$ cat config.mk
export PLATFORM = sky130hd
export DESIGN_NAME = bar_scheduler_flat
export DESIGN_NICKNAME = d
export VERILOG_FILES = /design/src/rtl/bar_pkg.sv /design/src/rtl/bar_scheduler_if.sv /design/src/rtl/rr_arbiter.sv /design/src/rtl/bar_scheduler.sv /design/src/flat_wrapper.sv
export SDC_FILE = /design/constraint.sdc
export NUM_CORES = 1
export LEC_CHECK = 0
export ABC_AREA = 0
export BUFFER_PORTS_ARGS = -buffer_cell sky130_fd_sc_hd__buf_2
export CORE_MARGIN = 5
export CORE_UTILIZATION = 42
export CTS_CLUSTER_DIAMETER = 120
export DETAILED_ROUTE_END_ITERATION = 16
export PLACE_DENSITY = 0.63
export SLEW_MARGIN = 20
export SYNTH_ARGS = -nofsm -noshare
export SYNTH_HDL_FRONTEND = slang
export SYNTH_SLANG_ARGS = --single-unit
$ cat constraint.sdc
create_clock -name clk_25MHz -period 3.6 [get_ports clk_25MHz]
set_clock_uncertainty 0.2 [all_clocks]
set_input_delay 0.9 -clock clk_25MHz [delete_from_list [all_inputs] [get_ports clk_25MHz]]
set_output_delay 0.9 -clock clk_25MHz [all_outputs]
set_load 0.01 [all_outputs]
$ cat src/rtl/bar_pkg.sv
// Shared types, widths and helpers for the scrolling-bar game datapath.
package bar_pkg;

    typedef enum logic [1:0] {IDLE, RUN, OVER} game_state_t;

    localparam int unsigned X_W       = 10;
    localparam int unsigned Y_W       = 9;
    localparam int unsigned SCORE_W   = 10;
    localparam int unsigned SCORE_MAX = 999;
    localparam int unsigned GAP_RESET = 240;

    function automatic logic [Y_W-1:0] clamp_gap(input logic [Y_W-1:0] r,
                                                 input logic [Y_W-1:0] lo,
                                                 input logic [Y_W-1:0] hi);
        logic [Y_W-1:0] res;
        res = r;
        if (r < lo) begin
            res = lo;
        end else if (r > hi) begin
            res = hi;
        end
        return res;
    endfunction

endpackage

$ cat src/rtl/bar_scheduler_if.sv
// Bundle between the input/collision logic, the bar generators and the scheduler.
interface bar_scheduler_if
    import bar_pkg::*;
#(
    parameter int unsigned N_BARS = 3
) ();

    logic                     start_btn;
    logic                     collide;
    logic [N_BARS-1:0]        wrap_req;
    logic [X_W*N_BARS-1:0]    bar_x;
    logic                     game_run;
    logic                     step_en;
    logic [N_BARS-1:0]        wrap_gnt;
    logic [Y_W-1:0]           gap_y;
    logic [SCORE_W-1:0]       score;
    logic                     lose;

    modport master (
        output start_btn, collide, wrap_req, bar_x,
        input  game_run, step_en, wrap_gnt, gap_y, score, lose
    );

    modport slave (
        input  start_btn, collide, wrap_req, bar_x,
        output game_run, step_en, wrap_gnt, gap_y, score, lose
    );

endinterface

$ cat src/rtl/rr_arbiter.sv
// Round-robin picker: lowest requesting index at or above the pointer, wrapping modulo N.
module rr_arbiter #(
    parameter int unsigned N = 3
) (
    input  logic         clk_i,
    input  logic         rst_i,
    input  logic [N-1:0] req_i,
    input  logic         adv_i,
    output logic [N-1:0] gnt_o
);

    localparam int unsigned PW = (N > 1) ? $clog2(N) : 1;

    logic [PW-1:0] ptr_q, ptr_d;
    logic [PW-1:0] idx;
    logic          found;

    always_comb begin
        gnt_o = '0;
        ptr_d = ptr_q;
        idx   = '0;
        found = 1'b0;
        for (int unsigned k = 0; k < N; k++) begin
            idx = PW'((32'(ptr_q) + k) % N);
            if (!found && req_i[idx]) begin
                found      = 1'b1;
                gnt_o[idx] = 1'b1;
                if (adv_i) begin
                    ptr_d = PW'((32'(idx) + 1) % N);
                end
            end
        end
    end

    always_ff @(posedge clk_i or posedge rst_i) begin
        if (rst_i) begin
            ptr_q <= '0;
        end else begin
            ptr_q <= ptr_d;
        end
    end

endmodule

$ cat src/rtl/bar_scheduler.sv
// Game sequencer: IDLE/RUN/OVER FSM, scroll divider, gap LFSR, respawn arbitration and score.
module bar_scheduler
    import bar_pkg::*;
#(
    parameter int unsigned    N_BARS      = 3,
    parameter int unsigned    LVL1_PERIOD = 250000,
    parameter int unsigned    LVL2_PERIOD = 200000,
    parameter int unsigned    LVL_SCORE   = 3,
    parameter int unsigned    BIRD_X      = 160,
    parameter int unsigned    GAP_MIN     = 120,
    parameter int unsigned    GAP_MAX     = 360,
    parameter logic [Y_W-1:0] LFSR_SEED   = 9'h1A5
) (
    input logic            clk_25MHz,
    input logic            reset,
    bar_scheduler_if.slave bus_io
);

    localparam int unsigned DIV_W = 18;

    game_state_t           state_q, state_d;
    logic                  start_q;
    logic [DIV_W-1:0]      cnt_q, cnt_d, period_m1;
    logic [Y_W-1:0]        lfsr_q, lfsr_d, lfsr_nxt, gap_q, gap_d;
    logic [SCORE_W-1:0]    score_q, score_d;
    logic [SCORE_W:0]      pass_cnt, score_sum;
    logic [N_BARS-1:0]     gnt_q, gnt_d, arb_gnt;
    logic [X_W*N_BARS-1:0] prev_x_q;
    logic                  start_rise, active, step, fb;

    assign start_rise = bus_io.start_btn & ~start_q;
    // collide pre-empts every RUN-side event in its cycle
    assign active     = (state_q == RUN) & ~bus_io.collide;

    // A request already answered by gnt_q is still high this cycle; mask it.
    rr_arbiter #(
        .N(N_BARS)
    ) u_arb (
        .clk_i(clk_25MHz),
        .rst_i(reset),
        .req_i(bus_io.wrap_req & ~gnt_q),
        .adv_i(active),
        .gnt_o(arb_gnt)
    );

    always_comb begin
        pass_cnt = '0;
        for (int unsigned i = 0; i < N_BARS; i++) begin
            if (prev_x_q[X_W*i +: X_W] == X_W'(BIRD_X) &&
                bus_io.bar_x[X_W*i +: X_W] == X_W'(BIRD_X - 1)) begin
                pass_cnt = pass_cnt + (SCORE_W+1)'(1);
            end
        end
        score_sum = {1'b0, score_q} + pass_cnt;
        period_m1 = (score_q >= SCORE_W'(LVL_SCORE)) ? DIV_W'(LVL2_PERIOD - 1)
                                                     : DIV_W'(LVL1_PERIOD - 1);
        fb        = lfsr_q[8] ^ lfsr_q[7] ^ lfsr_q[5] ^ lfsr_q[3] ^ lfsr_q[2];
        lfsr_nxt  = {lfsr_q[7:0], fb};
        if (lfsr_nxt == '0) begin
            lfsr_nxt = LFSR_SEED;
        end
    end

    always_comb begin
        state_d = state_q;
        cnt_d   = cnt_q;
        score_d = score_q;
        lfsr_d  = lfsr_q;
        gap_d   = gap_q;
        gnt_d   = '0;
        step    = 1'b0;
        unique case (state_q)
            IDLE: begin
                if (start_rise) begin
                    state_d = RUN;
                    score_d = '0;
                    cnt_d   = '0;
                end
            end
            RUN: begin
                if (bus_io.collide) begin
                    state_d = OVER;
                end else begin
                    // >= also catches a period shrink that left the count past the end
                    step  = (cnt_q >= period_m1);
                    cnt_d = step ? '0 : cnt_q + DIV_W'(1);
                    gnt_d = arb_gnt;
                    if (|arb_gnt) begin
                        gap_d  = clamp_gap(lfsr_q, Y_W'(GAP_MIN), Y_W'(GAP_MAX));
                        lfsr_d = lfsr_nxt;
                    end
                    score_d = (score_sum > (SCORE_W+1)'(SCORE_MAX)) ? SCORE_W'(SCORE_MAX)
                                                                     : score_sum[SCORE_W-1:0];
                end
            end
            OVER: begin
                if (start_rise) begin
                    state_d = IDLE;
                end
            end
            default: state_d = IDLE;
        endcase
    end

    always_ff @(posedge clk_25MHz or posedge reset) begin
        if (reset) begin
            state_q  <= IDLE;
            start_q  <= 1'b0;
            cnt_q    <= '0;
            lfsr_q   <= LFSR_SEED;
            gap_q    <= Y_W'(GAP_RESET);
            score_q  <= '0;
            gnt_q    <= '0;
            prev_x_q <= '0;
        end else begin
            state_q  <= state_d;
            start_q  <= bus_io.start_btn;
            cnt_q    <= cnt_d;
            lfsr_q   <= lfsr_d;
            gap_q    <= gap_d;
            score_q  <= score_d;
            gnt_q    <= gnt_d;
            prev_x_q <= bus_io.bar_x;
        end
    end

    assign bus_io.game_run = (state_q == RUN);
    assign bus_io.lose     = (state_q == OVER);
    assign bus_io.step_en  = step;
    assign bus_io.wrap_gnt = gnt_q;
    assign bus_io.gap_y    = gap_q;
    assign bus_io.score    = score_q;

endmodule
$ cat src/flat_wrapper.sv
// flat-port wrapper written by rule: the top's interface ports become plain ports
module bar_scheduler_flat import bar_pkg::*;
#(
    parameter int unsigned    N_BARS      = 3,
    parameter int unsigned    LVL1_PERIOD = 250000,
    parameter int unsigned    LVL2_PERIOD = 200000,
    parameter int unsigned    LVL_SCORE   = 3,
    parameter int unsigned    BIRD_X      = 160,
    parameter int unsigned    GAP_MIN     = 120,
    parameter int unsigned    GAP_MAX     = 360,
    parameter logic [Y_W-1:0] LFSR_SEED   = 9'h1A5
)
  (clk_25MHz, reset, bus_io_start_btn, bus_io_collide, bus_io_wrap_req, bus_io_bar_x, bus_io_game_run, bus_io_step_en, bus_io_wrap_gnt, bus_io_gap_y, bus_io_score, bus_io_lose);
  bar_scheduler_if #(.N_BARS(N_BARS)) bus_io_i ();
  input logic clk_25MHz;
  input logic reset;
  input wire logic [$bits(bus_io_i.start_btn)-1:0] bus_io_start_btn;
  input wire logic [$bits(bus_io_i.collide)-1:0] bus_io_collide;
  input wire logic [$bits(bus_io_i.wrap_req)-1:0] bus_io_wrap_req;
  input wire logic [$bits(bus_io_i.bar_x)-1:0] bus_io_bar_x;
  output wire logic [$bits(bus_io_i.game_run)-1:0] bus_io_game_run;
  output wire logic [$bits(bus_io_i.step_en)-1:0] bus_io_step_en;
  output wire logic [$bits(bus_io_i.wrap_gnt)-1:0] bus_io_wrap_gnt;
  output wire logic [$bits(bus_io_i.gap_y)-1:0] bus_io_gap_y;
  output wire logic [$bits(bus_io_i.score)-1:0] bus_io_score;
  output wire logic [$bits(bus_io_i.lose)-1:0] bus_io_lose;
  assign bus_io_i.start_btn = bus_io_start_btn;
  assign bus_io_i.collide = bus_io_collide;
  assign bus_io_i.wrap_req = bus_io_wrap_req;
  assign bus_io_i.bar_x = bus_io_bar_x;
  assign bus_io_game_run = bus_io_i.game_run;
  assign bus_io_step_en = bus_io_i.step_en;
  assign bus_io_wrap_gnt = bus_io_i.wrap_gnt;
  assign bus_io_gap_y = bus_io_i.gap_y;
  assign bus_io_score = bus_io_i.score;
  assign bus_io_lose = bus_io_i.lose;
  bar_scheduler #(.N_BARS(N_BARS), .LVL1_PERIOD(LVL1_PERIOD), .LVL2_PERIOD(LVL2_PERIOD), .LVL_SCORE(LVL_SCORE), .BIRD_X(BIRD_X), .GAP_MIN(GAP_MIN), .GAP_MAX(GAP_MAX), .LFSR_SEED(LFSR_SEED)) u_core (.clk_25MHz(clk_25MHz), .reset(reset), .bus_io(bus_io_i));
endmodule
==> results.cfg <==
[logic_synthesis]
synth_top_area_share_pct = 41.6
postSynthAreaPerCell_um2 = 10.4
yosysWarnings = 0
ys_async_sr_fraction_pct = 100
ys_ff_latch = 84
synth_ff_type = dfrtp_1
synth_area_leaders = dfrtp_1 42%, ha_1 6.4%, dfstp_2 5.2%
netlist_area_um2 = 4520
synth_top_area_cell = dfrtp_1
yosysSeqAreaShare_pct = 46.8
syn_nets = 494
synth_edf_count = 0
synth_cell_type_count = 67
syn_inst = 433

[grt]
top_usage_layer = met2
antenna_found_initial = 0
grt.overflow.total = 0
track_usage_pct = 16.2
grt_pass1_vias = 3670
grtUsageMet1_pct = 21.0
met2_usage_pct = 25.7
grt_pass1_wl_um = 17100
met3_usage_pct = 4.08
grt_max_degree = 50

[final_layout]
fill_cells = 918
synthToLayoutAreaGrowth_pct = 24.9
multi_input_area_um2 = 2450
antenna_cells = 0
nets = 590
drive_gt1_share_pct = 30.7
seqCellArea_um2 = 2110

[power_and_ir_drop]
p_seq_share_pct = 43.8
p_per_area_nw_per_um2 = 508
p_clk_share_pct = 23.9
p_int_mw = 1.86
power.total_mw = 2.86
p_leak_nw = 2.57
power_frac_comb_pct = 32.2
swShare_pct = 34.9
peakVddDrop_v = 0.000277
p_switching_mw = 1.00

[setup_path]
path_max_fanout = 5
cp-start-kind = flip-flop
critPathKind = reg -> out
cp_slowest_cell = dfrtp_1
critical_path.top_delay_family = compound AO/OA/AOI/OAI gates
critPathBufInv = 2
crit_chain = nor4_4 > nand3_2 > inv_4 > ha_4 > a21o_1 > a211o_1 > a31oi_1 > o21a_1 > nor2_1 > buf_2
endpoint_kind = output pin
cp.arrival_ps = 2580
critPathMaxStageDelay_ps = 440
required_ps = 2500

[outcome]
outcome = finished, violations left
violations = setup timing

[cts]
clockBufferDepth = 2
path_clk_slew_ps = 90
cts_buffers = 9
numClockSinks = 84
cts_max_level = 3
cts_tree = built
root_buffer = clkbuf_8
insertion_delay_ps = 360

[route]
vias_per_cell = 5.51
drcViolationCount = 0
drt-initial-drc-count = 229
post_drt_wl_per_cell_um = 15.1
postRouteAntennaNets = 0
vias = 3693
routed_wl_um = 10100
first_pass_iters = 4

[floorplan]
die_area_um2 = 12900
die-height_um = 114
ioPinCount = 62
core_area_um2 = 10400
die_w_um = 114
rows = 37
start_util_pct = 43.4

[sta]
min_period_ps = 3680
finalSetupTns_ps = -79.1
slew_headroom_pct = 57.7
rsz0062_at_grt = true
drv_slew = 0
finalCritPeriodShare_pct = 102
setup_violations = 1
fmax_mhz = 272
setup_ws_ps = -79.1
hold_violations = 0
tightest_slew_ps = 634

[placement]
globalplace.congestion = 0.885
dp_hpwl_um = 7230
io_buffers = 61

[worst_hold_path]
hp-class = reg -> reg

[run]
cap_violations = 0
-- flip-flops by register name, summed over array words and instances, names as in the netlist --
signal                  flops
u_core.state_q              2
u_core.cnt_q               18
u_core.start_q              1
u_core.u_arb.ptr_q          2
u_core.bus_io.gap_y         9
u_core.bus_io.wrap_gnt      3
u_core.prev_x_q            30
u_core.bus_io.score        10
u_core.lfsr_q               9
-- power by group through the flow --
stage	combinational, mW	clock (mW)	sequential, mW
after floorplan	0.663	0	1.28
after global placement	0.904	0	1.27
after detailed placement	0.922	0	1.28
after CTS	0.928	0.709	1.26
after global routing	1.05	0.746	1.28
final	0.923	0.686	1.26
-- path summary, 6_finish.rpt --
| kind | start | endpoint | slack, ps | cells after the start |
|---|---|---|---|---|
| setup reg to reg | u_core.prev_x_q[21]$_DFF_PP0_ | u_core.bus_io.score[8]$_DFFE_PP0P_ | 240 | 13 |
| max in group asynchronous | reset | u_core.cnt_q[13]$_DFFE_PP0P_ | 2140 | 3 |
| setup / recovery | u_core.bus_io.score[2]$_DFFE_PP0P_ | bus_io_step_en | -80 | 10 |
| hold / removal | u_core.lfsr_q[0]$_DFFE_PP1P_ | u_core.lfsr_q[0]$_DFFE_PP1P_ | 290 | 2 |
| min in group asynchronous | reset | u_core.bus_io.gap_y[2]$_DFFE_PP0P_ | 380 | 2 |
| hold reg to reg | u_core.lfsr_q[0]$_DFFE_PP1P_ | u_core.lfsr_q[0]$_DFFE_PP1P_ | 290 | 2 |
-- tightest hold or removal path: cells and delay by family (launching register included) --
family / cells / cell delay, ps
DFF: 1 / 390
buffers and inverters: 1 / 50
muxes: 1 / 60
-- layout make-up --
| class | instances | share of cell area, % |
|---|---|---|
| clock inverters | 6 | 1.26 |
| flip-flops and latches | 84 | 37.5 |
| clock buffers | 10 | 2.26 |
| repair buffers | 100 | 11.3 |
| multi-input cells | 315 | 43.4 |
| well taps | 136 | 3.02 |
| inverters | 19 | 1.33 |
-- cell usage after synthesis, drive strengths merged, types with 4 or more instances --
library cell  count
mux2i            11
ha               23
nand3            22
nor2b             7
dfstp             9
o21ai            22
nor3             15
a21o              6
dfrtp            75
a211o             4
inv              18
xnor2             4
a21oi            13
o211ai            4
o311ai            7
nand2b            8
a22o              7
nor2             20
nand4b            4
nor4              7
clkbuf           12
mux2             12
nand2            43
nor4b             5
and3              6
nand4             6
a211oi            6
nor4bb            6
a41oi             4
-- cells by family (layout without fill, tap and decap cells) --
group / count (synthesis) / after routing / synth area share (%)
AO/OA/AOI/OAI: 94 / 94 / 15.3
buffers and inverters: 34 / 135 / 3.05
multiplexers: 23 / 23 / 5.60
AND/OR/NAND/NOR: 167 / 167 / 21.1
adder cells (fa/ha/maj): 24 / 24 / 6.81
XOR/XNOR: 7 / 7 / 1.36
flip-flops: 84 / 84 / 46.8
-- what timing repair did --
item,in CTS,in global routing
hold buffers,0,0
setup endpoints to repair,4,11
buffers inserted,1,6
gates resized for setup,13,19
pin swaps,8,10
-- routing by layer --
layer,vias to the layer above,part of all wire (%),wire [µm]
met5,-,0,0
met4,0,2.3,238
met3,23,5.7,574
met2,88,47,4760
met1,1770,45,4560
li1,1812,-,-
-- cell usage in the layout, fill, tap and decap left out, types with 8 or more instances in the layout --
master | Yosys | layout
buf_2 | 2 | 58
buf_4 | 0 | 37
nor3_1 | 14 | 13
nand2b_1 | 8 | 8
nand2_1 | 43 | 43
mux2_1 | 8 | 8
mux2i_1 | 11 | 11
nand3_1 | 21 | 20
nor2_1 | 20 | 19
dfstp_2 | 9 | 9
clkbuf_8 | 0 | 9
ha_1 | 23 | 18
a21oi_1 | 13 | 8
dfrtp_1 | 75 | 75
inv_1 | 18 | 16
o21ai_0 | 18 | 18
-- stage by stage --
stage,setup slack [ps],hold slack (ps),util (%),cell area [µm²],instances
after floorplan,-34.8,258,-,4560,433
after global placement,-339,275,50.2,5230,648
after detailed placement,-426,286,50.2,5230,648
after CTS,-86.9,301,52.9,5510,665
after global routing,-271,323,54.2,5640,670
final,-79.1,294,54.2,5640,670
Note: power is estimated with default switching activity, not from simulation.
